File: config.mk
export PLATFORM = sky130hd
export DESIGN_NAME = paridade_stream
export DESIGN_NICKNAME = d
export VERILOG_FILES = /design/src/rtl/paridade_pkg.sv /design/src/rtl/paridade_calc.sv /design/src/rtl/paridade_stream.sv
export SDC_FILE = /design/constraint.sdc
export NUM_CORES = 1
export LEC_CHECK = 0
export BUFFER_PORTS_ARGS = -buffer_cell sky130_fd_sc_hd__buf_2
export CAP_MARGIN = 20
export CORE_UTILIZATION = 50
export DETAILED_ROUTE_END_ITERATION = 10
export PLACE_DENSITY = 0.75
export SETUP_SLACK_MARGIN = 0.15
export SLEW_MARGIN = 25
export SYNTH_ARGS = -nofsm -noshare
export SYNTH_HDL_FRONTEND = slang
export SYNTH_HIERARCHICAL = 1
export SYNTH_SLANG_ARGS = --single-unit
File: constraint.sdc
create_clock -name clk -period 6.8 [get_ports clk]
set_input_delay 1.36 -clock clk [delete_from_list [all_inputs] [get_ports clk]]
set_output_delay 1.36 -clock clk [all_outputs]
set_load 0.01 [all_outputs]
File: src/rtl/paridade_pkg.sv
// Shared definitions for the streaming parity block: mode encodings, packet
// FSM state type and default widths.
package paridade_pkg;

  localparam logic PAR_EVEN = 1'b0;
  localparam logic PAR_ODD  = 1'b1;

  localparam int WIDTH_DEF = 8;
  localparam int CNT_W_DEF = 16;
  localparam int LEN_W_DEF = 8;

  typedef enum logic {
    S_IDLE,
    S_ACC
  } state_e;

endpackage

File: src/rtl/paridade_calc.sv
// Combinational parity of one WIDTH-bit word. raw_o is the plain XOR of the
// bits, par_o is that value adjusted for even/odd mode.
module paridade_calc
  import paridade_pkg::*;
#(
  parameter int WIDTH = WIDTH_DEF
) (
  input  logic [WIDTH-1:0] data_i,
  input  logic             odd_sel_i,
  output logic             raw_o,
  output logic             par_o
);

  assign raw_o = ^data_i;
  assign par_o = raw_o ^ (odd_sel_i == PAR_ODD);

endmodule

File: src/rtl/paridade_stream.sv
// Streaming parity generator/checker with a single output register, packet
// level parity/length/error accumulation and a saturating error counter.
module paridade_stream
  import paridade_pkg::*;
#(
  parameter int WIDTH = WIDTH_DEF,
  parameter int CNT_W = CNT_W_DEF,
  parameter int LEN_W = LEN_W_DEF
) (
  input  logic             clk,
  input  logic             rst_n,
  input  logic             odd_sel,
  input  logic             chk_en,
  input  logic             clr_cnt,
  input  logic             in_valid,
  output logic             in_ready,
  input  logic [WIDTH-1:0] in_data,
  input  logic             in_par,
  input  logic             in_last,
  output logic             out_valid,
  input  logic             out_ready,
  output logic [WIDTH-1:0] out_data,
  output logic             out_par,
  output logic             out_err,
  output logic             out_last,
  output logic             pkt_par,
  output logic [LEN_W-1:0] pkt_len,
  output logic             pkt_err,
  output logic [CNT_W-1:0] err_cnt
);

  localparam logic [LEN_W-1:0] LEN_MAX = '1;
  localparam logic [CNT_W-1:0] CNT_MAX = '1;

  state_e             state_q, state_d;
  logic               out_valid_q, out_valid_d;
  logic [WIDTH-1:0]   out_data_q, out_data_d;
  logic               out_par_q, out_par_d;
  logic               out_err_q, out_err_d;
  logic               out_last_q, out_last_d;
  logic               acc_q, acc_d;
  logic [LEN_W-1:0]   len_q, len_d;
  logic               perr_q, perr_d;
  logic               pkt_par_q, pkt_par_d;
  logic [LEN_W-1:0]   pkt_len_q, pkt_len_d;
  logic               pkt_err_q, pkt_err_d;
  logic [CNT_W-1:0]   err_cnt_q, err_cnt_d;

  logic               word_raw, word_par, word_err, accept;
  logic               acc_nx, err_nx;
  logic [LEN_W-1:0]   len_base, len_nx;

  paridade_calc #(.WIDTH(WIDTH)) u_calc (
    .data_i    (in_data),
    .odd_sel_i (odd_sel),
    .raw_o     (word_raw),
    .par_o     (word_par)
  );

  assign in_ready = !out_valid_q || out_ready;
  assign accept   = in_valid && in_ready;
  assign word_err = chk_en && (word_par != in_par);

  // In IDLE the accumulators are stale, so the first word starts from zero.
  assign acc_nx   = ((state_q == S_ACC) ? acc_q : 1'b0) ^ word_raw;
  assign err_nx   = ((state_q == S_ACC) && perr_q) || word_err;
  assign len_base = (state_q == S_ACC) ? len_q : '0;
  assign len_nx   = (len_base == LEN_MAX) ? LEN_MAX : len_base + LEN_W'(1);

  always_comb begin
    // NOTE: every next-state signal gets a default first so no path leaves it unassigned (no latch).
    state_d     = state_q;
    out_valid_d = out_valid_q;
    out_data_d  = out_data_q;
    out_par_d   = out_par_q;
    out_err_d   = out_err_q;
    out_last_d  = out_last_q;
    acc_d       = acc_q;
    len_d       = len_q;
    perr_d      = perr_q;
    pkt_par_d   = pkt_par_q;
    pkt_len_d   = pkt_len_q;
    pkt_err_d   = pkt_err_q;
    err_cnt_d   = err_cnt_q;

    if (accept) begin
      out_valid_d = 1'b1;
      out_data_d  = in_data;
      out_par_d   = word_par;
      out_err_d   = word_err;
      out_last_d  = in_last;
      if (in_last) begin
        state_d   = S_IDLE;
        pkt_par_d = acc_nx ^ (odd_sel == PAR_ODD);
        pkt_len_d = len_nx;
        pkt_err_d = err_nx;
      end else begin
        state_d = S_ACC;
        acc_d   = acc_nx;
        len_d   = len_nx;
        perr_d  = err_nx;
      end
    end else if (out_ready) begin
      out_valid_d = 1'b0;
    end

    // Clear wins over a same-cycle increment.
    if (clr_cnt) begin
      err_cnt_d = '0;
    end else if (accept && word_err && (err_cnt_q != CNT_MAX)) begin
      err_cnt_d = err_cnt_q + CNT_W'(1);
    end
  end

  // NOTE: sequential state uses non-blocking assignments; reset is sampled on the clock edge.
  always_ff @(posedge clk) begin
    if (!rst_n) begin
      state_q     <= S_IDLE;
      out_valid_q <= 1'b0;
      out_data_q  <= '0;
      out_par_q   <= 1'b0;
      out_err_q   <= 1'b0;
      out_last_q  <= 1'b0;
      acc_q       <= 1'b0;
      len_q       <= '0;
      perr_q      <= 1'b0;
      pkt_par_q   <= 1'b0;
      pkt_len_q   <= '0;
      pkt_err_q   <= 1'b0;
      err_cnt_q   <= '0;
    end else begin
      state_q     <= state_d;
      out_valid_q <= out_valid_d;
      out_data_q  <= out_data_d;
      out_par_q   <= out_par_d;
      out_err_q   <= out_err_d;
      out_last_q  <= out_last_d;
      acc_q       <= acc_d;
      len_q       <= len_d;
      perr_q      <= perr_d;
      pkt_par_q   <= pkt_par_d;
      pkt_len_q   <= pkt_len_d;
      pkt_err_q   <= pkt_err_d;
      err_cnt_q   <= err_cnt_d;
    end
  end

  assign out_valid = out_valid_q;
  assign out_data  = out_data_q;
  assign out_par   = out_par_q;
  assign out_err   = out_err_q;
  assign out_last  = out_last_q;
  assign pkt_par   = pkt_par_q;
  assign pkt_len   = pkt_len_q;
  assign pkt_err   = pkt_err_q;
  assign err_cnt   = err_cnt_q;

endmodule
==> metrics.txt, run 1 <==
status=finished with violations; violated checks=design-rule violations; fin crit period=3.57 ns; core area=4440 um^2; skew final=0.0119 ns; CTS Buffer Depth=2; num rows=24; leading post-synthesis cells by cell area=dfxtp_1 42%, nand2_1 6.5%, a21boi_0 5.1%; distinct cell type count after synthesis=47; pre-CTS setup slack=2.91 ns; Final Hold Violating Endpoints=0; first-pass GRT wire length=between 8 and 9 mm; share of layout cells above drive strength 1=22.4%; total track usage=21.6%; YS warnings=6; post-synthesis register bit count=49; metal1 wirelength=2.61 mm; Final Max Tran Viols=0; Crit Path Class=input pin to flip-flop; FILL cells=399; post-DR vias/cell=5.96; max layer used=met4; Peak Freq=roughly 280 MHz; total internal power=410 uW; die area=5000 um^2; Detail Route Antenna Nets=0; setup TNS=0 ns; Post-CTS Hold Buffers=0; I/O pin count=between 50 and 60; Routed WL per cell=14.1 um; Worst Hold Class=flip-flop to flip-flop; Routed met2 length=2.21 mm; Async SR Flop Fraction=0%; max incr delay on CP=0.57 ns; Worst path most repeated cell=xnor2_1; Worst Slack Setup Final=3.23 ns; antenna violations before repair=0; Synth Instances=274; switching part of the total=26.7%; most used flip-flop cell after synthesis=dfxtp_1; Worst path top cell family by delay=simple AND/OR/NAND/NOR gates; First DRT Iteration DRCs=187; vias in the first global route=1,878; critical-path cell list=buf_2, xor2_1, xnor2_1, xnor3_1, xnor2_1, or3_1, or4_1, a21oi_1; Post-Syn Area=2360 um^2; final setup fails=0; arrival time worst endpoint=3.80 ns; Slowest cell on crit path=or3_1; overflow left after global routing=0; CP Capture Type=flip-flop; post-synthesis sequential area ratio=41.5%; Skew-Pair Late Insertion Delay=around 0.3 ns; post-synth top area share=41.5%; Max H-tree Level=2; Post-CTS Setup Inserts=0; most frequent cell after synthesis=dfxtp_1; share of power burned in registers=54.2%; CP Max Fanout=15; GPL Wtd Cong=just over 0.8; number of remaining DRC errors=6; synth cell count leaders=49 x dfxtp_1, 41 x nand2_1, 18 x a21oi_1; Switch Pwr=149 uW; largest net degree at the start of global routing=30; Clk pwr share=31.5%; nets@finish=about 340; met3 wire length=approximately 350 um; CTS root buf=clkbuf_8; worst-margin pin slew=0.783 ns; hold path depth=1; Chip Width=just over 70 um; Max IR drop VDD=0.121 mV; Startpoint Class=input pin; DRT Pass-1 Iters=7; Resized cells post-CTS=0; Required @ worst endpoint=7.03 ns; pwr/cell area=204 nW/um^2; crit path buf inv count=1; Worst Reg-to-Reg Cells=5; Die Span Y=~71 um; IO buf count=55; Avg Inst Size Synth=8.62 um^2; Leak Pwr=1.06 nW; clk slew on worst S/H paths=0.09 ns; Area Overhead vs Synth=16.0%; area leader, netlist=dfxtp_1; syn_nets=292; Max-Cap Viols=0; Post-DP HPWL=3.69 mm; Tcrit/Tclk final=52.4%; Comb pwr share=14.3%; Post-synth EDFFs=0; dpl cells=366; cts bufs inserted=5; TritonCTS clock tree=built; CP Depth=8; post-detailed-routing wire length=between 5 and 6 mm; Slew headroom=47.6%; final std cells w/o fill=373; initial core utilization=a little over half; # diodes=0; DR vias=approximately 2,200; clock sink count=49; RSZ-0062 raised after global routing=no
-- sequential cells by signal (all words and copies together) (netlist names) --
register	count
perr_q	1
out_par	1
out_last	1
len_q	8
out_data	8
out_valid	1
pkt_err	1
acc_q	1
err_cnt	16
state_q	1
out_err	1
pkt_len	8
pkt_par	1
-- cells by family after synthesis --
group	after synthesis	synth area share (%)
adder cells (fa/ha/maj)	1	0.530
AO/OA/AOI/OAI	74	22.0
AND/OR/NAND/NOR	111	25.0
XOR/XNOR	13	5.41
buffers and inverters	22	3.82
multiplexers	4	1.70
flip-flops	49	41.5
-- cells in the final DEF, fill, tap and decap left out, drive strengths merged, types with 5 or more instances in the layout --
cell type	count
a21boi	16
a21oi	18
buf	58
clkbuf	6
dfxtp	49
nand2	41
nand2b	5
nand3	10
nand4	10
nor2	8
o21ai	8
o2bb2ai	7
o31ai	6
or3	5
or4	7
xnor2	8
-- power by group through the flow --
stage	Combinational (mW)	Sequential (mW)	Clock, mW
finish	0.0801	0.303	0.176
global route	0.0893	0.304	0.190
CTS	0.0804	0.303	0.179
detailed placement	0.0801	0.309	0
global placement	0.0784	0.309	0
floorplan	0.0544	0.310	0
-- worst reg2reg max path: cells and delay by family (launching register included) --
kind            cells  cell delay [ns]
flops               1             0.42
simple gates        3             1.17
fa+ha+maj           1             0.23
compound gates      1             0.14
-- layout make-up --
type	instances	area, um^2	area share [%]
flip-flops and latches	49	981	35.8
clock inverters	1	7.51	0.274
clock buffers	6	82.6	3.02
well taps	52	65.1	2.38
inverters	4	15.0	0.548
repair buffers	58	298	10.9
multi-input cells	203	1290	47.1
-- per-stage QoR --
stage / hold slack (ns) / utilization (%) / power, mW / cell area (um^2)
floorplan: 0.458 / - / 0.365 / 2360
global placement: 0.441 / 59.6 / 0.387 / 2650
detailed placement: 0.443 / 59.6 / 0.389 / 2650
CTS: 0.466 / 61.6 / 0.562 / 2740
global route: 0.492 / 61.6 / 0.584 / 2740
finish: 0.463 / 61.6 / 0.559 / 2740
-- layer usage --
metal  up-vias  GRT usage (%)
met4         0           7.56
met5         -              0
met3        10           5.84
li1       1110              -
met1      1035           31.0
met2        69           31.3
-- final timing paths --
kind / startpoint / endpoint / slack, ns
min reg2reg: pkt_len[2] / pkt_len[2] / 0.46
max reg2reg: err_cnt[0] / err_cnt[12] / 4.78
min: pkt_len[2] / pkt_len[2] / 0.46
max: in_data[3] / err_cnt[5] / 3.23
Power figures use the tool's default switching activity.
==> run 2: changes to the inputs <==
Clock period 6.8 ns to 3.6 ns, I/O delays scaled along.
==> metrics.txt, run 2 (synthesis gave the netlist of run 1 again) <==
status=finished with violations; violated checks=design-rule violations; Worst Hold Class=flip-flop to flip-flop; Max H-tree Level=2 (unchanged); Slew headroom=48.0% (+0.41 points); I/O pin count=56 (unchanged); worst-margin pin slew=0.777 ns (-0.00620 ns); Resized cells post-CTS=0 (unchanged); Switch Pwr=289 uW (+93%); crit path buf inv count=1 (unchanged); First DRT Iteration DRCs=151 (-19%); RSZ-0062 raised after global routing=no; arrival time worst endpoint=3.15 ns (-0.65 ns); CTS Buffer Depth=2 (unchanged); max incr delay on CP=0.56 ns (about the same); cts bufs inserted=5 (unchanged); Post-CTS Setup Inserts=0 (unchanged); final setup fails=0 (unchanged); share of layout cells above drive strength 1=22.7% (+0.24 points); Area Overhead vs Synth=17.1%; area of the multi-input gates=1290 um^2 (unchanged); pre-CTS setup slack=0.365 ns (-2.55 ns); Max IR drop VDD=0.288 mV (+140%); Required @ worst endpoint=3.84 ns (-3.19 ns); Layout Utilization=62.2% (+0.56 points); core area=4440 um^2 (unchanged); Final Max Tran Viols=0 (unchanged); post-detailed-routing wire length=5.18 mm (-1.4%); clock sink count=49 (unchanged); first-pass GRT wire length=8.88 mm (+1.8%); register area=981 um^2 (unchanged); clk slew on worst S/H paths=0.09 ns (about the same); switching part of the total=25.8% (-0.89 points); overflow left after global routing=0 (unchanged); pwr/cell area=405 nW/um^2 (+98%); max FFs per register=16 (unchanged); Skew-Pair Late Insertion Delay=0.30 ns (about the same); setup TNS=0 ns (unchanged); DRT Pass-1 Iters=7 (unchanged); TritonCTS clock tree=built; Slowest cell on crit path=or4_1; initial core utilization=53.1% (unchanged); num rows=24 (unchanged); Chip Width=70.7 um (unchanged); antenna violations before repair=0 (unchanged); GPL Wtd Cong=0.813 (-0.99%); Comb pwr share=13.4% (-0.9 points); total internal power=829 uW (+100%); skew final=0.00733 ns (-0.00462 ns); PnR Total Power=1.12 mW (+100%); post-DR vias/cell=5.82 (-2.5%); Die Span Y=70.7 um (unchanged); fin crit period=2.91 ns; die area=5000 um^2 (unchanged); Peak Freq=343 MHz; Worst Slack Setup Final=0.688 ns (-2.55 ns); total track usage=22.3% (+0.69 points); number of remaining DRC errors=6 (unchanged); Tcrit/Tclk final=between 80% and 90%; CTS root buf=clkbuf_8; Clk pwr share=35.5% (+4.0 points); Routed WL per cell=13.8 um (-1.7%); Leak Pwr=1.08 nW (+1.0%); nets@finish=339 (unchanged); vias in the first global route=1,922 (+2.3%); IO buf count=55 (unchanged); critical-path cell list=buf_2, xor2_1, xnor2_1, xnor3_1, xnor2_1, or3_1, or4_1, a21oi_1; Crit Path Class=input pin to flip-flop; DR vias=2,175 (-2.2%); most common library cell in the layout ignoring fill and taps=buf_2; Startpoint Class=input pin; Worst path most repeated cell=xnor2_1; Worst path top cell family by delay=simple AND/OR/NAND/NOR gates; largest net degree at the start of global routing=30 (unchanged); Max-Cap Viols=0 (unchanged); CP Max Fanout=15 (unchanged); Final Hold Violating Endpoints=0 (unchanged); Post-DP HPWL=3.62 mm (-1.8%); FILL cells=421 (+5.5%); commonest cells after routing, fill and taps aside=55 x buf_2, 49 x dfxtp_1, 41 x nand2_1; CP Capture Type=flip-flop; share of power burned in registers=51.1% (-3.1 points); Post-CTS Hold Buffers=0 (unchanged); Detail Route Antenna Nets=0 (unchanged); # diodes=0 (unchanged)
run 2: changes by cell type in the layout (fill, tap and decap cells not counted):
cell	change
clkinv_4	+1
clkbuf_8	-1
bufinv_16	+1
run 2: metrics by stage:
| stage | cells | hold slack (ns) | area (um^2) |
|---|---|---|---|
| 2_1_floorplan | 274 | 0.458 | 2360 |
| 3_3_place_gp | 366 | 0.441 | 2650 |
| 3_5_place_dp | 366 | 0.444 | 2650 |
| 4_1_cts | 374 | 0.469 | 2760 |
| 5_1_grt | 374 | 0.485 | 2760 |
| 6_report | 374 | 0.461 | 2760 |
run 2: worst register-to-register path, delay by kind of cell, from the launching register on:
kind | cells | cell delay [ns]
AND/OR/NAND/NOR | 3 | 1.17
flip-flops | 1 | 0.43
AO/OA/AOI/OAI | 1 | 0.15
adder cells (fa/ha/maj) | 1 | 0.22
run 2: cell type report:
| cell class | count | area share [%] |
|---|---|---|
| clock buffers | 5 | 2.49 |
| clock inverters | 3 | 1.67 |
| inverters | 4 | 0.543 |
| multi-input cells | 203 | 46.7 |
| flip-flops and latches | 49 | 35.5 |
| well taps | 52 | 2.35 |
| repair buffers | 58 | 10.8 |
run 2: worst paths after layout:
check	start	endpoint	slack, ns	cells past startpoint
worst min-delay path	pkt_len[4]	pkt_len[4]	0.46	1
worst min register to register	pkt_len[4]	pkt_len[4]	0.46	1
worst max register to register	err_cnt[1]	err_cnt[12]	1.56	5
worst max-delay path	in_data[3]	err_cnt[5]	0.69	8
run 2: power by group through the flow:
stage	registers, mW	clock network (mW)	logic, mW
final	0.571	0.397	0.150
after global routing	0.575	0.432	0.167
after CTS	0.571	0.410	0.151
after detailed placement	0.584	0	0.150
after global placement	0.584	0	0.148
after floorplan	0.586	0	0.103
run 2: layer usage:
metal  wire length, um  share of wire, %  track usage [%]
met5                 0                 0                0
met4                76               1.5             9.33
met3               305               5.9             5.41
met2              2180                42             33.3
met1              2610                50             30.9
==> run 3: changes to the inputs <==
Settings changed: CORE_UTILIZATION 50 to 48.
Clock period 3.6 ns to 2.5 ns, I/O delays scaled along.
==> metrics.txt, run 3 (synthesis gave the netlist of run 1 again) <==
status=completed; most common library cell in the layout ignoring fill and taps=buf_2; num rows=25 (+4.2%); post-DR vias/cell=5.67 (-2.4%); Worst Hold Class=flip-flop to flip-flop; Tcrit/Tclk final=99.8%; overflow left after global routing=0 (unchanged); Routed WL per cell=14.3 um (+3.2%); total track usage=22.5% (+0.20 points); TritonCTS clock tree=built; Final Hold Violating Endpoints=0 (unchanged); largest net degree at the start of global routing=29 (-3.3%); Leak Pwr=1.18 nW (+9.2%); max incr delay on CP=0.53 ns (-0.03 ns); fin crit period=2.49 ns; Peak Freq=401 MHz; First DRT Iteration DRCs=139 (-7.9%); max FFs per register=16 (unchanged); core area=4720 um^2 (+6.3%); Startpoint Class=input pin; PnR Total Power=1.60 mW (+43%); number of remaining DRC errors=0 (-6); RSZ-0062 raised after global routing=yes; Required @ worst endpoint=2.67 ns (-1.17 ns); Worst path most repeated cell=xnor2_2; CTS root buf=clkbuf_8; Worst path top cell family by delay=XOR/XNOR gates; nets@finish=352 (+3.8%); initial core utilization=50.0% (-3.1 points); worst-margin pin slew=0.814 ns (+0.0375 ns); Skew-Pair Late Insertion Delay=0.30 ns (about the same); Post-DP HPWL=3.89 mm (+7.3%); skew final=0.00586 ns (-0.00147 ns); critical-path cell list=buf_8, xnor2_4, xnor2_2, xnor3_2, xnor2_2, or4_4, buf_4, o31ai_1, a21oi_2; # diodes=0 (unchanged); pwr/cell area=527 nW/um^2 (+30%); commonest cells after routing, fill and taps aside=52 x buf_2, 49 x dfxtp_1, 41 x nand2_1; crit path buf inv count=2 (+1); CP Capture Type=flip-flop; Chip Width=72.1 um (+2.0%); Area Overhead vs Synth=28.4%; clk slew on worst S/H paths=0.09 ns (about the same); IO buf count=55 (unchanged); clock sink count=49 (unchanged); final std cells w/o fill=401 (+7.2%); post-detailed-routing wire length=5.73 mm (+11%); Max IR drop VDD=0.331 mV (+15%); Max H-tree Level=2 (unchanged); Slowest cell on crit path=or4_4; dpl cells=392 (+7.1%); FILL cells=419 (-0.48%); Detail Route Antenna Nets=0 (unchanged); cts bufs inserted=5 (unchanged); vias in the first global route=2,116 (+10%); share of layout cells above drive strength 1=30.2% (+7.6 points); final setup fails=0 (unchanged); arrival time worst endpoint=2.67 ns (-0.48 ns); DR vias=2,275 (+4.6%); die area=5200 um^2 (+4.1%); antenna violations before repair=0 (unchanged); GPL Wtd Cong=0.852 (+4.9%); CP Max Fanout=6 (-9); Die Span Y=72.1 um (+2.0%); Slew headroom=45.5% (-2.5 points); DRT Pass-1 Iters=4 (-3); Final Max Tran Viols=0 (unchanged); first-pass GRT wire length=9.39 mm (+5.7%); Crit Path Class=input pin to flip-flop; I/O pin count=56 (unchanged); Max-Cap Viols=0 (unchanged); CTS Buffer Depth=2 (unchanged)
run 3: cell types whose count changed in the layout (fill, tap and decap cells not counted), sizes merged:
cell | before | now
buf | 58 | 70
bufinv | 1 | 0
clkbuf | 5 | 7
clkinv | 1 | 0
clkinvlp | 1 | 0
or4 | 7 | 8
run 3: routing by layer:
layer	routed length [um]	global-route usage, %
met5	0	0
met4	51	6.75
met3	278	5.97
met2	2650	35.9
met1	2740	29.9
run 3: cell type report:
type | count | area [um^2] | area share, %
clock buffer | 7 | 86.3 | 2.85
tap | 67 | 83.8 | 2.77
inverter | 4 | 15.0 | 0.495
timing repair buffer | 70 | 410 | 13.5
multi-input combinational | 204 | 1460 | 48.0
sequential | 49 | 981 | 32.4
run 3: worst register-to-register path, cell delays in order, from the launching register on:
cell     delay (ns)
dfxtp_1        0.41
ha_1           0.22
nand3_1        0.19
or4_4          0.50
buf_4          0.16
o31ai_1        0.35
a21oi_2        0.11
run 3: report_power, final:
| part | total, mW | switching, mW | internal, mW |
|---|---|---|---|
| Sequential | 0.820 | 0.0155 | 0.804 |
| Clock | 0.473 | 0.253 | 0.220 |
| Combinational | 0.303 | 0.157 | 0.146 |
| Total | 1.60 | 0.426 | 1.17 |
run 3: repair_timing:
item	in CTS	in global routing
cloned	0	1
pin swaps	0	3
gates resized for setup	0	18
hold buffers	0	0
setup buffers	0	1
endpoints found under the setup margin	8	16
run 3: final timing paths:
check,from,to,slack (ns),cells past startpoint
worst max-delay path,in_data[4],err_cnt[12],0.006,9
worst max register to register,err_cnt[0],err_cnt[12],0.44,6
worst min-delay path,out_data[1],out_data[1],0.46,2
worst min register to register,out_data[1],out_data[1],0.46,2
run 3: through the flow:
step | hold slack, ns | utilization [%] | instance area (um^2) | worst slack [ns] | TNS [ns]
4_1_cts | 0.463 | 61.9 | 2930 | 0.0693 | 0
6_report | 0.463 | 64.2 | 3030 | 0.00609 | 0
2_1_floorplan | 0.458 | - | 2460 | -0.0577 | -0.106
3_3_place_gp | 0.441 | 60.1 | 2840 | -0.215 | -2.10
5_1_grt | 0.473 | 64.2 | 3030 | -0.0525 | -0.0525
3_5_place_dp | 0.442 | 60.1 | 2840 | -0.237 | -2.65
